## src/rtl/lsu_pkg.sv

```systemverilog
// lsu_pkg: shared size codes, load FSM encoding and split rule for the LSU load path.
package lsu_pkg;
  localparam logic [1:0] SZ_BYTE = 2'b00;
  localparam logic [1:0] SZ_HALF = 2'b01;
  localparam logic [1:0] SZ_WORD = 2'b10;
  localparam logic [2:0] IDLE  = 3'd0;
  localparam logic [2:0] REQ1  = 3'd1;
  localparam logic [2:0] WAIT1 = 3'd2;
  localparam logic [2:0] REQ2  = 3'd3;
  localparam logic [2:0] WAIT2 = 3'd4;
  // size 2'b11 behaves as a word, so size[1] alone marks a word access
  function automatic logic is_misaligned(input logic [1:0] size, input logic [1:0] offset);
    return (size[1] && offset != 2'd0) || (size == SZ_HALF && offset == 2'd3);
  endfunction
endpackage

```

## src/rtl/load_extend.sv

```systemverilog
// load_extend: shifts the {hi, lo} word pair by the byte offset and sign/zero-extends the result.
module load_extend
  import lsu_pkg::*;
(
  input  logic [31:0] lo,
  input  logic [31:0] hi,
  input  logic [1:0]  offset,
  input  logic [1:0]  size,
  input  logic        is_unsigned,
  output logic [31:0] result
);
  logic [31:0] sh;
  assign sh = 32'({hi, lo} >> {offset, 3'b000});
  always_comb begin
    result = size[1] ? sh :
             size == SZ_HALF ? {{16{~is_unsigned & sh[15]}}, sh[15:0]} :
                               {{24{~is_unsigned & sh[7]}}, sh[7:0]};
  end
endmodule

```

## src/rtl/load_aligner.sv

```systemverilog
// load_aligner: issues one or two word-aligned reads per load and delivers the extended result.
module load_aligner
  import lsu_pkg::*;
#(
  parameter int AW = 32
) (
  input  logic          clk,
  input  logic          rst_n,
  input  logic          ld_valid,
  output logic          ld_ready,
  input  logic [1:0]    ld_size,
  input  logic          ld_unsigned,
  input  logic [AW-1:0] ld_addr,
  output logic          mem_req,
  output logic [AW-1:0] mem_addr,
  output logic [3:0]    mem_be,
  input  logic          mem_gnt,
  input  logic          mem_rvalid,
  input  logic [31:0]   mem_rdata,
  output logic          data_valid,
  output logic [31:0]   data_out,
  output logic          misaligned
);
  logic [2:0]  state;
  logic [1:0]  off;
  logic [1:0]  size;
  logic        uns;
  logic [31:0] lo;
  logic [31:0] ext;
  logic        accept;
  logic        fin;
  assign ld_ready = state == IDLE;
  assign mem_be   = 4'hF;
  assign accept   = ld_valid && ld_ready;
  assign fin      = mem_rvalid && (state == WAIT2 || (state == WAIT1 && !misaligned));
  // the result is formed in the same cycle as the final rvalid, straight from the bus
  load_extend u_ext (
    .lo          (state == WAIT1 ? mem_rdata : lo),
    .hi          (state == WAIT2 ? mem_rdata : 32'h0),
    .offset      (off),
    .size        (size),
    .is_unsigned (uns),
    .result      (ext)
  );
  always_ff @(posedge clk or negedge rst_n) begin
    if (!rst_n) begin
      state      <= IDLE;
      off        <= 2'd0;
      size       <= SZ_BYTE;
      uns        <= 1'b0;
      lo         <= 32'h0;
      mem_req    <= 1'b0;
      mem_addr   <= '0;
      data_valid <= 1'b0;
      data_out   <= 32'h0;
      misaligned <= 1'b0;
    end else begin
      data_valid <= fin;
      if (fin) data_out <= ext;
      if (accept) begin
        state      <= REQ1;
        mem_req    <= 1'b1;
        mem_addr   <= {ld_addr[AW-1:2], 2'b00};
        off        <= ld_addr[1:0];
        size       <= ld_size;
        uns        <= ld_unsigned;
        misaligned <= is_misaligned(ld_size, ld_addr[1:0]);
      end else if ((state == REQ1 || state == REQ2) && mem_gnt) begin
        state   <= state == REQ1 ? WAIT1 : WAIT2;
        mem_req <= 1'b0;
      end else if (state == WAIT1 && mem_rvalid) begin
        lo      <= mem_rdata;
        state   <= misaligned ? REQ2 : IDLE;
        mem_req <= misaligned;
        if (misaligned) mem_addr <= mem_addr + AW'(4);
      end else if (state == WAIT2 && mem_rvalid) begin
        state <= IDLE;
      end
    end
  end
endmodule
```

## config.mk

```make
export PLATFORM = sky130hd
export DESIGN_NAME = load_aligner
export DESIGN_NICKNAME = d
export VERILOG_FILES = /design/src/rtl/lsu_pkg.sv /design/src/rtl/load_extend.sv /design/src/rtl/load_aligner.sv
export SDC_FILE = /design/constraint.sdc
export NUM_CORES = 1
export LEC_CHECK = 0
export CORE_ASPECT_RATIO = 0.8
export CORE_MARGIN = 2
export CORE_UTILIZATION = 35
export DETAILED_ROUTE_END_ITERATION = 10
export PLACE_DENSITY_LB_ADDON = 0.08
export SYNTH_ARGS = -nofsm -noshare
export SYNTH_HDL_FRONTEND = slang
export SYNTH_SLANG_ARGS = --single-unit
```

## constraint.sdc

```tcl
create_clock -name clk -period 3.7 [get_ports clk]
set_clock_uncertainty 0.15 [all_clocks]
set_input_delay 0.74 -clock clk [delete_from_list [all_inputs] [get_ports clk]]
set_output_delay 0.74 -clock clk [all_outputs]
set_load 0.02 [all_outputs]
```

## Word-level counts from Yosys, hierarchy flattened

Cells that the tools add are included.

| storage, ports and cells | value |
|---|---|
| register bits after elaboration | 107 |
| output and inout port bits | 72 |
| word-level logic and storage cells | 62 |

| operators by class | value |
|---|---|
| $add $sub $neg | 1 |
| equal/unequal tests | 8 |
| shift-type cells | 1 |
| multiplexer cells | 17 |
| bitwise gates (word level) | 5 |
| reduce and logical (&&, ||, !) cells | 20 |

Operators with widths:

| kind | count |
|---|---|
| 2-to-1 mux 32 bit | 8 |
| >> shifter 64 x 5 -> 32 bit | 1 |
| adder 32 x 3 -> 32 bit (second input constant) | 1 |
| 2-to-1 mux 3 bit | 5 |
| logical AND 1 bit | 8 |
| == test 3 x 2 -> 1 bit (second input constant) | 2 |
| AND reduction 3 bit | 2 |
| nonzero test 2 bit | 3 |
| == test 2 x 1 -> 1 bit (second input constant) | 2 |
| nonzero test 4 bit | 1 |
| == test 3 x 1 -> 1 bit (second input constant) | 1 |
| == test 3 bit (second input constant) | 1 |
| zero test 3 bit | 1 |
| logical OR 1 bit | 3 |
| 2-to-1 mux 1 bit | 3 |
| inverter 1 bit | 3 |
| nonzero test 3 bit | 1 |
| AND 1 bit | 2 |
| == test 2 bit (second input constant) | 1 |
| 2-to-1 mux 2 bit | 1 |
| inequality test 2 bit (second input constant) | 1 |
| zero test 1 bit | 1 |

## Depth between registers and ports, before layout

| logic depth | value |
|---|---|
| word-level depth | 6 |
| depth in mapped cells | 7 |
| depth with buffers taken out | 5 |

## Modules after synthesis

A second synthesis with hierarchy kept.

| unflattened totals | value |
|---|---|
| cells, all modules | 586 |
| area total of the unflattened synthesis | 6606.3 um^2 |

By module, submodules not included:

| module | instances | cells an instance | area each (um^2) |
|---|---|---|---|
| load_aligner | 1 | 481 | 5439.0 |
| load_extend | 1 | 105 | 1167.4 |

## Worst setup path before layout

Ideal clock, no wire load.

| timing | value |
|---|---|
| path type | in2reg |
| from | input port mem_rvalid |
| to | register mem_addr[26] |
| arrival | 2.115 ns |
| data required time | 3.456 ns |
| setup slack | 1.341 ns |
| stages on the path | 7 |
| path buffers | 2 |
| path through | nor4bb_1 -> clkbuf_1 -> and3_1 -> buf_2 -> nand4_1 -> o21a_1 -> a211oi_1 |

| on the way | value |
|---|---|
| cells in the longest elaborated chain, start to end | 3 |

Ends and longest elaborated chain:

| element | RTL line | source |
|---|---|---|
| start, declared | load_aligner.sv:18 | `input logic mem_rvalid,` |
| logical AND 1 bit | load_aligner.sv:71 | `end else if (state == WAIT1 && mem_rvalid) begin` |
| nonzero test 2 bit (no source line) | - |  |
| AND reduction 3 bit (no source line) | - |  |
| end signal, assigned | load_aligner.sv:63 | `mem_addr <= {ld_addr[AW-1:2], 2'b00};` |
| end signal, assigned | load_aligner.sv:75 | `if (misaligned) mem_addr <= mem_addr + AW'(4);` |
| end, declared | load_aligner.sv:15 | `output logic [AW-1:0] mem_addr,` |

No other way between the ends.
A chain may end at the register's enable or synchronous reset.

## Final worst setup path

| timing | value |
|---|---|
| from | register state[0] |
| to | output port ld_ready |

| on the way | value |
|---|---|
| cells in the longest elaborated chain, start to end | 1 |

Ends and longest elaborated chain:

| element | RTL line | source |
|---|---|---|
| start, declared | load_aligner.sv:24 | `logic [2:0] state;` |
| start signal, assigned | load_aligner.sv:69 | `state <= state == REQ1 ? WAIT1 : WAIT2;` |
| start signal, assigned | load_aligner.sv:73 | `state <= misaligned ? REQ2 : IDLE;` |
| zero test 3 bit | load_aligner.sv:32 | `assign ld_ready = state == IDLE;` |
| end, declared | load_aligner.sv:10 | `output logic ld_ready,` |

No other way between the ends.

==> results.py <==
metrics = {
    "route": {
        "dr_total_vias": 5406,
        "drt-initial-drc-count": 374,
        "drc": 0,
        "ant_nets": 0,
        "top_layer": "met4",
        "vias_per_cell": 5.342,
        "routedWlPerCell_um": 18.41,
        "routed_wl_mm": 18.63,
        "met2_length_mm": 7.572,
        "met1Wirelength_mm": 9.657,
        "dr_wl_met3_mm": 1.245,
        "dr.pass1.iters": 5,
    },
    "logic_synthesis": {
        "ys_warn_count": 0,
        "async_flop_share_pct": 100.0,
        "synth_top_area_share_pct": 43.52,
        "synth_cell_types": 55,
        "syn_inst": 669,
        "netlist_area_sq_um": 6037,
        "synth_edf_count": 0,
        "syn_avg_cell_area_sq_um": 9.024,
        "synth_area_leaders": "dfrtp_1 (44%), nand2_1 (9.4%), mux2i_1 (8.8%), mux4_2 (3.7%), nor2_1 (3.2%)",
        "ys_seq_area_share_pct": 43.52,
        "yosys-top-cells-count": "nand2_1 (151), dfrtp_1 (105), mux2i_1 (53)",
        "synth_largest_area_cell": "dfrtp_1",
        "synth.most_common_cell": "nand2_1",
        "synth_ff_type": "dfrtp_1",
        "ys_ff_latch": 105,
    },
    "power": {
        "powerDensity_nw_per_um2": 881.5,
        "p_leak_nw": 3.244,
        "ir_drop_uv": 335.8,
        "power_frac_seq_pct": 32.0,
        "p_sw_mw": 3.113,
        "combinationalPowerShare_pct": 53.7,
        "p_sw_share_pct": 44.42,
        "clkPwrFrac_pct": 14.3,
        "p_int_mw": 3.895,
    },
    "timing": {
        "final_max_slew_viol_count": 0,
        "tightest_slew_ns": 0.8778,
        "layout_min_cycle_time_ns": 2.918,
        "fin_hold_ws_ns": 0.3162,
        "setup_tns_ns": 0,
        "fmax_mhz": 342.7,
        "rsz0062_at_grt": "no",
        "relSlewSlack_pct": 41.36,
        "hold_viol": 0,
        "final-setup-viol-count": 0,
        "finalCritPeriodShare_pct": 78.88,
    },
    "global_route": {
        "antenna_found_initial": 0,
        "grt_use_total_pct": 21.06,
        "grt_max_degree": 60,
        "grt_overflow_total": 0,
        "grt_pass1_vias": 5058,
        "grt_pass1_wl_mm": 29.20,
    },
    "flow_run": {
        "cap_violations": 0,
    },
    "clocking": {
        "clk_path_buf_depth": 2,
        "cts_hold_buf": 0,
        "clkTransAtPathRegs_ns": 0.07,
        "cts_htree_levels": 3,
        "cts-resized-gates": 0,
        "numCtsBuffers": 9,
        "clkLatencyLatePin_ns": 0.36,
        "cts_setup_buffers": 0,
        "cts_sinks": 105,
        "cts_tree": "yes",
        "cts_root_buffer": "clkbuf_16",
    },
    "finish": {
        "drive_gt1_share_pct": 8.712,
        "n_antenna_cell": 0,
        "fin_nets": 860,
        "syn_to_final_growth_pct": 31.69,
    },
    "critical_path": {
        "cp.required_ns": 2.81,
        "arrival_ns": 2.03,
        "worst_setup_path_start_kind": "flop",
        "critPathKind": "reg -> out",
        "crit_path_end_kind": "primary output",
        "r2r_cells": 6,
        "cp_max_fo": 15,
    },
    "worst_hold_path": {
        "min_path_type": "in -> async",
    },
    "place": {
        "dp_hpwl_mm": 13.86,
        "globalplace.congestion": 0.8550,
        "port_buffers": 137,
    },
    "floorplan": {
        "die-area_sq_um": 18320,
        "num_rows": 42,
        "die_x_um": 150.8,
        "initial_core_util_pct": 36.13,
        "core_area_sq_um": 16710,
        "die_y_um": 121.5,
        "io_pins": 144,
    },
    "run_status": {
        "run_status": "completed",
    },
}
state kept, by name, indices dropped and copies added (netlist names):
signal      count
size            2
mem_addr       30
lo             32
off             2
data_out       32
misaligned      1
uns             1
data_valid      1
state           3
mem_req         1
power groups by stage:
stage          Combinational [mW]  Sequential, mW  Clock, mW
3_5_place_dp                 3.75            2.26          0
2_1_floorplan                2.02            2.45          0
3_3_place_gp                 3.69            2.25          0
6_report                     3.77            2.24       1.00
4_1_cts                      3.76            2.24       1.03
5_1_grt                      4.09            2.32       1.08
area by class of cell:
class                   instances  area [sq um]
repair buffers                154          1521
clock inverters                 7         76.32
clock buffers                   9         225.2
multi-input cells             510          3198
fillers                      1613          8761
inverters                       7         26.28
flip-flops and latches        105          2628
well taps                     220         275.3
critical path: stages (launching register included):
cell	delay, ns
dfrtp_1	0.58
nor3_1	0.41
clkdlybuf4s50_1	0.68
cells in the final DEF (no fill, tap or decap), types with 3 or more instances in the layout:
master / count
o21a_1: 4
nor2_1: 51
nor4_1: 4
nor3_1: 5
nor2b_1: 4
nand4_1: 14
o21ai_1: 32
xnor2_1: 8
mux4_2: 10
mux2i_1: 53
a31oi_1: 5
o32ai_1: 5
clkdlybuf4s50_1: 136
inv_1: 4
inv_2: 3
xor2_1: 11
nand2_1: 151
mux2_2: 4
and3_1: 8
mux2_1: 4
a21oi_1: 35
conb_1: 6
a32oi_1: 5
nand3_1: 21
nor3b_1: 3
nor4bb_1: 5
o21ai_0: 5
clkbuf_16: 9
a211oi_1: 12
a21oi_2: 10
dfrtp_1: 105
and4_1: 6
buf_4: 16
logic make-up (layout without fill, tap and decap cells):
logic type / after synthesis / in the layout / synth area share (%)
compound gates: 127 / 127 / 13.35
xor+xnor: 19 / 19 / 2.756
fa+ha+maj: 1 / 1 / 0.2072
buf+inv: 58 / 177 / 4.166
flops: 105 / 105 / 43.52
mux: 72 / 72 / 14.26
other cells: 2 / 6 / 0.1244
simple gates: 285 / 285 / 21.62
final timing paths:
path	from	to	slack (ns)
worst max-delay path	state[0]	ld_ready	0.78
worst min-delay path	rst_n	mem_addr[4]	0.32
worst max register to register	state[1]	data_out[11]	0.82
worst min register to register	lo[9]	lo[9]	0.33
max in group asynchronous	rst_n	off[1]	2.30
min in group clk	lo[9]	lo[9]	0.33
metal layers:
metal | up-vias | global-route usage [%]
met2 | 184 | 27.95
met5 | - | 0
met4 | 0 | 4.322
li1 | 2584 | -
met1 | 2627 | 34.47
met3 | 11 | 4.323
stage by stage:
stage	utilization (%)	power, mW	setup WS, ns	std cells	cell area, sq um
after floorplan	-	4.473	1.341	673	6052
after global placement	45.77	5.941	0.8313	996	7649
after detailed placement	45.77	6.010	0.7858	996	7649
after CTS	47.57	7.035	0.7643	1012	7950
after global routing	47.57	7.493	0.5969	1012	7950
final	47.57	7.008	0.7816	1012	7950
Note: power is estimated with default switching activity, not from simulation.
